===== config.mk =====
export PLATFORM = sky130hd
export DESIGN_NAME = s_ram_arbiter
export DESIGN_NICKNAME = d
export VERILOG_FILES = /design/src/rtl/rc4_pkg.sv /design/src/rtl/s_ram_arbiter_rr_pick.sv /design/src/rtl/s_ram_arbiter.sv
export SDC_FILE = /design/constraint.sdc
export NUM_CORES = 1
export LEC_CHECK = 0
export ABC_CLOCK_PERIOD_IN_PS = 6600
export BUFFER_PORTS_ARGS = -buffer_cell sky130_fd_sc_hd__clkbuf_2
export CAP_MARGIN = 20
export CORE_MARGIN = 8
export CORE_UTILIZATION = 44
export CTS_CLUSTER_SIZE = 28
export DETAILED_ROUTE_END_ITERATION = 7
export PLACE_DENSITY = 0.87
export SLEW_MARGIN = 20
export SYNTH_ARGS = -nofsm -noshare
export SYNTH_HDL_FRONTEND = slang
export SYNTH_SLANG_ARGS = --single-unit

===== constraint.sdc =====
create_clock -name clk -period 6.6 [get_ports clk]
set_input_delay 0.66 -clock clk [delete_from_list [all_inputs] [get_ports clk]]
set_output_delay 0.66 -clock clk [all_outputs]
set_load 0.05 [all_outputs]

===== src/rtl/rc4_pkg.sv =====
// Shared RC4 S-RAM dimensions and requester identities.
// Latency: n/a (types and constants only).
// Backpressure: n/a.
package rc4_pkg;

    localparam int S_ADDR_W  = 8;
    localparam int S_DATA_W  = 8;
    localparam int S_DEPTH   = 256;

    // Requester slots on the S-RAM arbiter, in port index order.
    typedef enum logic [1:0] {
        REQ_INIT = 2'd0,
        REQ_KSA  = 2'd1,
        REQ_PRGA = 2'd2
    } req_id_e;

    localparam int NUM_S_REQ = 3;

endpackage


===== src/rtl/s_ram_arbiter_rr_pick.sv =====
// Round-robin picker: first set request scanning from ptr upward, modulo N.
// Latency: purely combinational.
// Backpressure: none; a request that is not picked simply stays unserved this cycle.
module rr_pick #(
    parameter int N = 3,
    parameter int W = $clog2(N)
) (
    input  logic [N-1:0] req,
    input  logic [W-1:0] ptr,
    output logic [N-1:0] gnt,
    output logic [W-1:0] idx,
    output logic         vld
);

    logic [W:0] cand;

    // Walk the N candidates starting at ptr and latch the first requesting one.
    always_comb begin
        gnt  = '0;
        idx  = '0;
        vld  = 1'b0;
        cand = '0;
        for (int k = 0; k < N; k++) begin
            cand = {1'b0, ptr} + (W+1)'(k);
            if (cand >= (W+1)'(N)) begin
                cand = cand - (W+1)'(N);
            end
            if (!vld && req[cand[W-1:0]]) begin
                vld = 1'b1;
                idx = cand[W-1:0];
            end
        end
        if (vld) begin
            gnt[idx] = 1'b1;
        end
    end

endmodule


===== src/rtl/s_ram_arbiter.sv =====
// Shares the single-port S-RAM between the RC4 engines, round-robin with an ownership lock.
// Latency: grant and RAM drive same cycle as req; read data and rvalid one cycle later.
// Backpressure: a non-granted requester stalls (holds req and its operands) indefinitely.
module s_ram_arbiter
    import rc4_pkg::*;
#(
    parameter int NUM_REQ = NUM_S_REQ,
    parameter int ADDR_W  = S_ADDR_W,
    parameter int DATA_W  = S_DATA_W
) (
    input  logic                      clk,
    input  logic                      rst_n,
    input  logic [NUM_REQ-1:0]        req,
    input  logic [NUM_REQ-1:0]        lock,
    input  logic [NUM_REQ-1:0]        we,
    input  logic [NUM_REQ*ADDR_W-1:0] addr,
    input  logic [NUM_REQ*DATA_W-1:0] wdata,
    output logic [NUM_REQ-1:0]        gnt,
    output logic [NUM_REQ-1:0]        rvalid,
    output logic [DATA_W-1:0]         rdata,
    output logic [ADDR_W-1:0]         ram_addr,
    output logic                      ram_wren,
    output logic [DATA_W-1:0]         ram_data,
    input  logic [DATA_W-1:0]         ram_q
);

    localparam int PTR_W = $clog2(NUM_REQ);

    logic [PTR_W-1:0]   ptr;
    logic               owner_vld;
    logic [PTR_W-1:0]   owner_idx;
    logic [NUM_REQ-1:0] rd_pend;

    logic [NUM_REQ-1:0] pick_gnt;
    logic [PTR_W-1:0]   pick_idx;
    logic               pick_vld;

    logic               gnt_vld;
    logic [PTR_W-1:0]   gnt_idx;

    logic [ADDR_W-1:0]  addr_a  [NUM_REQ];
    logic [DATA_W-1:0]  wdata_a [NUM_REQ];

    function automatic logic [PTR_W-1:0] ptr_inc(input logic [PTR_W-1:0] i);
        return (i == PTR_W'(NUM_REQ - 1)) ? '0 : i + 1'b1;
    endfunction

    for (genvar g = 0; g < NUM_REQ; g++) begin : g_unpack
        assign addr_a[g]  = addr[g*ADDR_W +: ADDR_W];
        assign wdata_a[g] = wdata[g*DATA_W +: DATA_W];
    end

    rr_pick #(
        .N (NUM_REQ),
        .W (PTR_W)
    ) u_rr_pick (
        .req (req),
        .ptr (ptr),
        .gnt (pick_gnt),
        .idx (pick_idx),
        .vld (pick_vld)
    );

    // Owner short-circuits round-robin; reset suppresses any access; winner drives the RAM port.
    always_comb begin
        gnt      = '0;
        gnt_vld  = 1'b0;
        gnt_idx  = '0;
        ram_addr = '0;
        ram_data = '0;
        ram_wren = 1'b0;
        if (rst_n) begin
            if (owner_vld) begin
                gnt_vld        = req[owner_idx];
                gnt_idx        = owner_idx;
                gnt[owner_idx] = req[owner_idx];
            end else begin
                gnt_vld = pick_vld;
                gnt_idx = pick_idx;
                gnt     = pick_gnt;
            end
        end
        if (gnt_vld) begin
            ram_addr = addr_a[gnt_idx];
            ram_data = wdata_a[gnt_idx];
            ram_wren = we[gnt_idx];
        end
    end

    // Track the read in flight plus lock ownership and the round-robin start point.
    always_ff @(posedge clk) begin
        if (!rst_n) begin
            ptr       <= '0;
            owner_vld <= 1'b0;
            owner_idx <= '0;
            rd_pend   <= '0;
        end else begin
            rd_pend <= (gnt_vld && !we[gnt_idx]) ? gnt : '0;
            if (owner_vld) begin
                // Release happens on lock falling, whether or not the owner accessed this cycle.
                if (!lock[owner_idx]) begin
                    owner_vld <= 1'b0;
                    ptr       <= ptr_inc(owner_idx);
                end
            end else if (gnt_vld) begin
                if (lock[gnt_idx]) begin
                    owner_vld <= 1'b1;
                    owner_idx <= gnt_idx;
                end else begin
                    ptr <= ptr_inc(gnt_idx);
                end
            end
        end
    end

    assign rvalid = rd_pend;
    assign rdata  = ram_q;

endmodule


; ---- Yosys cells after proc, flatten, opt, wreduce, memory -nomap -nowiden
; Index checks and enable logic that the tools add are counted.
[word_totals]
input_bits = 67
word_cells = 95
out_inout_bits = 31
reg_bits = 8
[classes]
magnitude_cmp = 12
addsub = 7
eq_ne = 4
bitwise_logic = 3
reduce_logical = 12
muxes = 53
[ops]
columns = operator, count
row1 = two-way mux 8 bit, 6
row2 = binary-select mux 8 bit (select 2 bit), 2
row3 = two-way mux 2 bit, 14
row4 = two-way mux 1 bit, 19
row5 = "less-than comparator 2 x 3 -> 1 bit, second input constant", 6
row6 = binary-select mux 1 bit (select 2 bit), 7
row7 = two-way mux 3 bit, 3
row8 = ">= comparator 3 x 2 -> 1 bit, second input constant", 2
row9 = AND reduction 3 bit, 2
row10 = "subtractor 2 bit, second input constant", 3
row11 = logical AND 1 bit, 5
row12 = "adder 2 x 1 -> 2 bit, second input constant", 2
row13 = demux 1 bit (select 2 bit), 2
row14 = "equality test 2 bit, second input constant", 2
row15 = ">= comparator 2 x 1 -> 1 bit, second input constant", 2
row16 = "inequality test 2 bit, second input constant", 2
row17 = "adder 2 x 1 -> 3 bit, second input constant", 1
row18 = "adder 2 x 2 -> 3 bit, second input constant", 1
row19 = bitwise AND 3 bit, 1
row20 = ">= comparator 3 bit, second input constant", 1
row21 = zero test 1 bit, 3
row22 = inverter 2 -> 3 bit, 1
row23 = ">= comparator 2 bit, second input constant", 1
row24 = AND reduction 2 bit, 1
row25 = 2 further kinds, 2

; ---- Depth between registers and ports, before layout
[depth]
ltp_word = 18
ltp_mapped = 11
mapped_depth_nobuf = 9

; ---- Modules after synthesis
; A second synthesis with hierarchy kept.
[hier_totals]
cells_unflattened = 178
area_unflattened_um2 = 1363.8
[modules_own_cells]
columns = mod, cells_each, seq_area_each_um2, n_inst, area_each_um2
row1 = s_ram_arbiter, 137, 160.2, 1, 1056.0
row2 = rr_pick, 41, 0.0, 1, 307.8

; ---- Worst setup path after synthesis
; Ideal clock, no wire load.
[synth_path]
kind = input-to-output
start = input port req[2]
end = output port ram_addr[0]
arrival_time_ns = 2.680
required_ns = 5.940
slack_ns = 3.260
cell_stages = 8
n_path_buf = 2
cell_sequence = buf_2 > and3b_1 > o21ai_1 > a211oi_2 > o21ai_2 > clkbuf_1 > a22oi_1 > nor2_1
[synth_via]
elab_chain_len = 16
word_cells_on_any_way = 27
cone_classes = 22 x mux / 1 x bitwise / 4 x reduce/logical
[synth_lines]
columns = item, line_no
row1 = start: declaration, s_ram_arbiter.sv:13  ; input logic [NUM_REQ-1:0] req,
row2 = binary-select mux 1 bit (select 2 bit), s_ram_arbiter_rr_pick.sv:28  ; if (!vld && req[cand[W-1:0]]) begin
row3 = two-way mux 1 bit (not written as such), s_ram_arbiter_rr_pick.sv:28
row4 = two-way mux 1 bit, s_ram_arbiter_rr_pick.sv:28
row5 = zero test 1 bit, s_ram_arbiter_rr_pick.sv:28
row6 = logical AND 1 bit, s_ram_arbiter_rr_pick.sv:28
row7 = two-way mux 1 bit, s_ram_arbiter_rr_pick.sv:28
row8 = zero test 1 bit, s_ram_arbiter_rr_pick.sv:28
row9 = logical AND 1 bit, s_ram_arbiter_rr_pick.sv:28
row10 = two-way mux 2 bit, s_ram_arbiter_rr_pick.sv:28
row11 = two-way mux 2 bit, s_ram_arbiter.sv:73  ; if (owner_vld) begin
row12 = two-way mux 2 bit, s_ram_arbiter.sv:72  ; if (rst_n) begin
row13 = inverter 2 -> 3 bit (not written as such), s_ram_arbiter.sv:84  ; ram_addr = addr_a[gnt_idx];
row14 = binary-select mux 8 bit (select 2 bit), s_ram_arbiter.sv:84
row15 = two-way mux 8 bit (not written as such) (2 in series), s_ram_arbiter.sv:84
row16 = two-way mux 8 bit *, s_ram_arbiter.sv:83  ; if (gnt_vld) begin
row17 = end: declaration, s_ram_arbiter.sv:21  ; output logic [ADDR_W-1:0] ram_addr,
; Every way passes the cells marked *; elsewhere a longest branch is shown, timed or not. The select of a mux whose other input is x is not followed.

; ---- Worst setup path in the final report
[layout_path]
start = register ptr[1]
end = output port ram_wren
[layout_via]
elab_chain_len = 16
word_cells_on_any_way = 34
cone_classes = 5 x add/sub / 3 x order compare / 22 x mux / 4 x reduce/logical
[layout_lines]
columns = item, line_no
row1 = start: declaration, s_ram_arbiter.sv:29  ; logic [PTR_W-1:0] ptr;
row2 = start signal: assignment, s_ram_arbiter.sv:103  ; ptr <= ptr_inc(owner_idx);
row3 = start signal: assignment, s_ram_arbiter.sv:110  ; ptr <= ptr_inc(gnt_idx);
row4 = "parallel branches: the longest is 15 deep, another holds adder 2 x 1 -> 3 bit", -
row5 = two-way mux 1 bit *, s_ram_arbiter.sv:83
row6 = end: declaration, s_ram_arbiter.sv:22  ; output logic ram_wren,
; Every way passes the cells marked *. The select of a mux whose other input is x is not followed.

==> summary.txt <==
Layout
  • Share of cells above drive strength 1: 46.67%
  • Non-Filler Instances: 273
  • Net count, final: 313
  • Storage cell area: around 160 sq um
  • N_diodes: 0
  • Area Overhead vs Synth: 27.58%
  • Post-Route Utilization: approximately 57%
  • Area of the multi-input gates: between 1000 and 1500 sq um
  • Fillers: about 300
  • Most common cell after layout, fill and taps aside: clkbuf_2
  • Most frequent cells in the layout: 81 x clkbuf_2, 30 x nor2_1, 16 x mux2_2, 16 x a22oi_1, 10 x nand2_1

Pwr
  • P per Cell Area: 449.3 nW/um^2
  • Peak supply drop: around 0.26 mV
  • Lkg Pwr: 0.8382 nW
  • Pwr Total: 0.0007516 W

Routing
  • Routed Wire Length: roughly 4.4 mm
  • Number of iterations in the first detailed-routing pass: 4
  • Drt initial violations: 60
  • # DRC: 0
  • DR vias: about 1600
  • Post-DR wirelength/cell: about 16 um
  • Drt via density: 5.722
  • Routed Antenna Nets: 0

Min path
  • Hold_sp: owner_idx[0]
  • Worst Hold End: owner_idx[0]
  • Hold Crit Class: flip-flop to flip-flop
  • Hold Path Stages: 2

Timing
  • Relative slew margins: 46.29%
  • Setup violations, final: 0
  • Pins Over Slew Limit: 0
  • RSZ-0062 raised after global routing: false
  • Maximum clock rate: ~0.26 GHz
  • Fin crit period: between 3000 and 4000 ps
  • Layout Skew: approximately 4.6 ps
  • Final worst slack: roughly 2800 ps
  • Fin. Hold Viols: 0
  • Slew @ Worst Pin: 805.5 ps
  • TNS Setup: 0 ps
  • Crit share post-route: approximately 58%

Yosys
  • Register area share after synthesis: around 12%
  • Synth Instances: 174
  • Count of state elements after synthesis: 8
  • Synthesized area per cell: around 7.5 sq um
  • Synth cell types: 55
  • Async S/R FF share, synth: 0%
  • Synth warn: 0
  • Dominant synthesized flop cell: dfxtp_1
  • Net Count, Synth: ~250
  • Number of synthesized flops with an enable pin: 0
  • Mapped cell area: ~1300 sq um

Floorplan
  • Horiz. Die Dim: just over 70 um
  • Core Area: roughly 3000 sq um
  • Die area: ~5000 sq um
  • Die Span Y: 70.59 um
  • I/O pins: slightly below 100
  • Initial Util: between 40% and 50%
  • FP Rows: 20

CTS
  • CTS Buf Count: 3
  • PostCTS Resize Cnt: 0
  • TritonCTS clock tree: done
  • H-Tree Depth: 1
  • CTS clk-pin slew, worst paths: ~60 ps
  • Clock Latency Late Sink: between 200 and 300 ps
  • Hold Buf Count CTS: 0
  • CTS Sinks: 8
  • Post-CTS Setup Bufs: 0
  • CTS max path bufs: 2
  • CTS Root Cell: clkbuf_4

Placed design
  • HPWL after DPL: 3.681 mm
  • Number of I/O port buffers: ~80
  • Pre-CTS setup slack: 3073 ps
  • Placed insts: 270
  • RePlAce Congestion: 0.9561

Global routing
  • Initial antenna violation count: 0
  • Tot GR Track Use: 16.97%
  • Vias in the first global route: about 1600
  • First-pass GRT wire length: roughly 7.1 mm
  • Largest net degree at the start of global routing: 20
  • Congestion Overflow GR: 0

Setup path
  • Reg2reg start: ptr[1]
  • Worst endpoint required time: 5940 ps
  • Number of cells on the worst reg-to-reg path: 9
  • Crit path max fanout: 19
  • FF-to-FF End: ptr[1]
  • CP endpoint kind: output port
  • Setup crit start kind: flip-flop
  • Reg2reg setup slack: 3930 ps
  • Crit path arrival time: 3150 ps
  • Critical path class: flip-flop to output port

Run
  • Maxcap violations: 0

Outcome
  • Outcome: finished, final reports clean
routing by layer:
layer  global-route usage, %  part of all wire [%]  vias to the layer above
li1                        -                     -                      764
met1                   18.26                    39                      702
met2                   26.80                    48                       82
met3                   9.040                    10                       14
met4                   7.852                   2.9                        0
met5                       0                     0                        -
critical path, stage by stage, from the launching register on:
cell and delay (ps):
dfxtp_1 330, inv_1 80, ha_1 370, mux2i_1 300
o21a_2 200, o22ai_1 120, o21ai_2 640, mux2i_1 160
nor2_1 230, o21ba_1 170, clkbuf_2 280
Yosys cell counts (2+ instances only):
master    instances  share of area (%)
ha_1              4                3.8
nor2_1           30                8.6
a22oi_1          16                9.2
nand4_1           2               0.95
o21ai_0           2               0.76
inv_1             6                1.7
nand3b_1          2                1.1
o21ai_1           3                1.1
buf_4             8                4.6
a31oi_1           2               0.95
mux2i_1           4                3.1
nand2b_1          3                1.4
o21a_1            4                2.3
nor3_1            2               0.76
nand3_1           3                1.1
a21oi_1           2               0.76
nor2b_1           3                1.4
dfxtp_1           8                 12
mux2_2           16                 14
clkbuf_1          4                1.1
and3_1            2               0.95
or2_1             2               0.95
nand2_1          10                2.9
buf_2             5                1.9
how the worst max path moves through the flow:
stage / endpoint / cells after the start / start / slack, ps
after global placement: ram_wren / 8 / req[2] / 3130
final: ram_wren / 10 / ptr[1] / 2790
after global routing: ram_wren / 10 / ptr[1] / 2510
after CTS: ram_wren / 10 / ptr[1] / 2790
after detailed placement: ram_wren / 10 / ptr[1] / 3070
after floorplan: ram_addr[0] / 8 / req[2] / 3260
through the flow:
step	cell area (sq um)	hold slack (ps)
after floorplan	1311	494.8
after global placement	1647	543.4
after detailed placement	1647	553.2
after CTS	1669	563.9
after global routing	1673	592.1
final	1673	558.6
final cells by class:
cell class | count | area share (%)
Sequential cell | 8 | 9.574
Tap cell | 33 | 2.468
Clock buffer | 3 | 1.346
Inverter | 7 | 1.571
Multi-Input combinational cell | 141 | 60.81
Timing Repair Buffer | 81 | 24.23
sequential cells by signal, summed over array words and instances, names as in the netlist:
signal,count
owner_vld,1
ptr,2
rvalid,3
owner_idx,2
power breakdown:
| part | internal [W] | total (W) | leakage, nW | switching (W) |
|---|---|---|---|---|
| Clock | 0.0000209 | 0.0000384 | 0.0138 | 0.0000175 |
| Combinational | 0.000203 | 0.000621 | 0.759 | 0.000417 |
| Sequential | 0.0000667 | 0.0000925 | 0.0655 | 0.0000258 |
kinds of logic after synthesis:
family | count (synthesis) | share of synthesized area, %
muxes | 21 | 17.94
AOI/OAI and AO/OA | 48 | 29.20
and+or+nand+nor | 68 | 26.34
DFF | 8 | 12.21
adders and majority gates | 4 | 3.817
buffers and inverters | 25 | 10.50
Power figures use the tool's default switching activity.
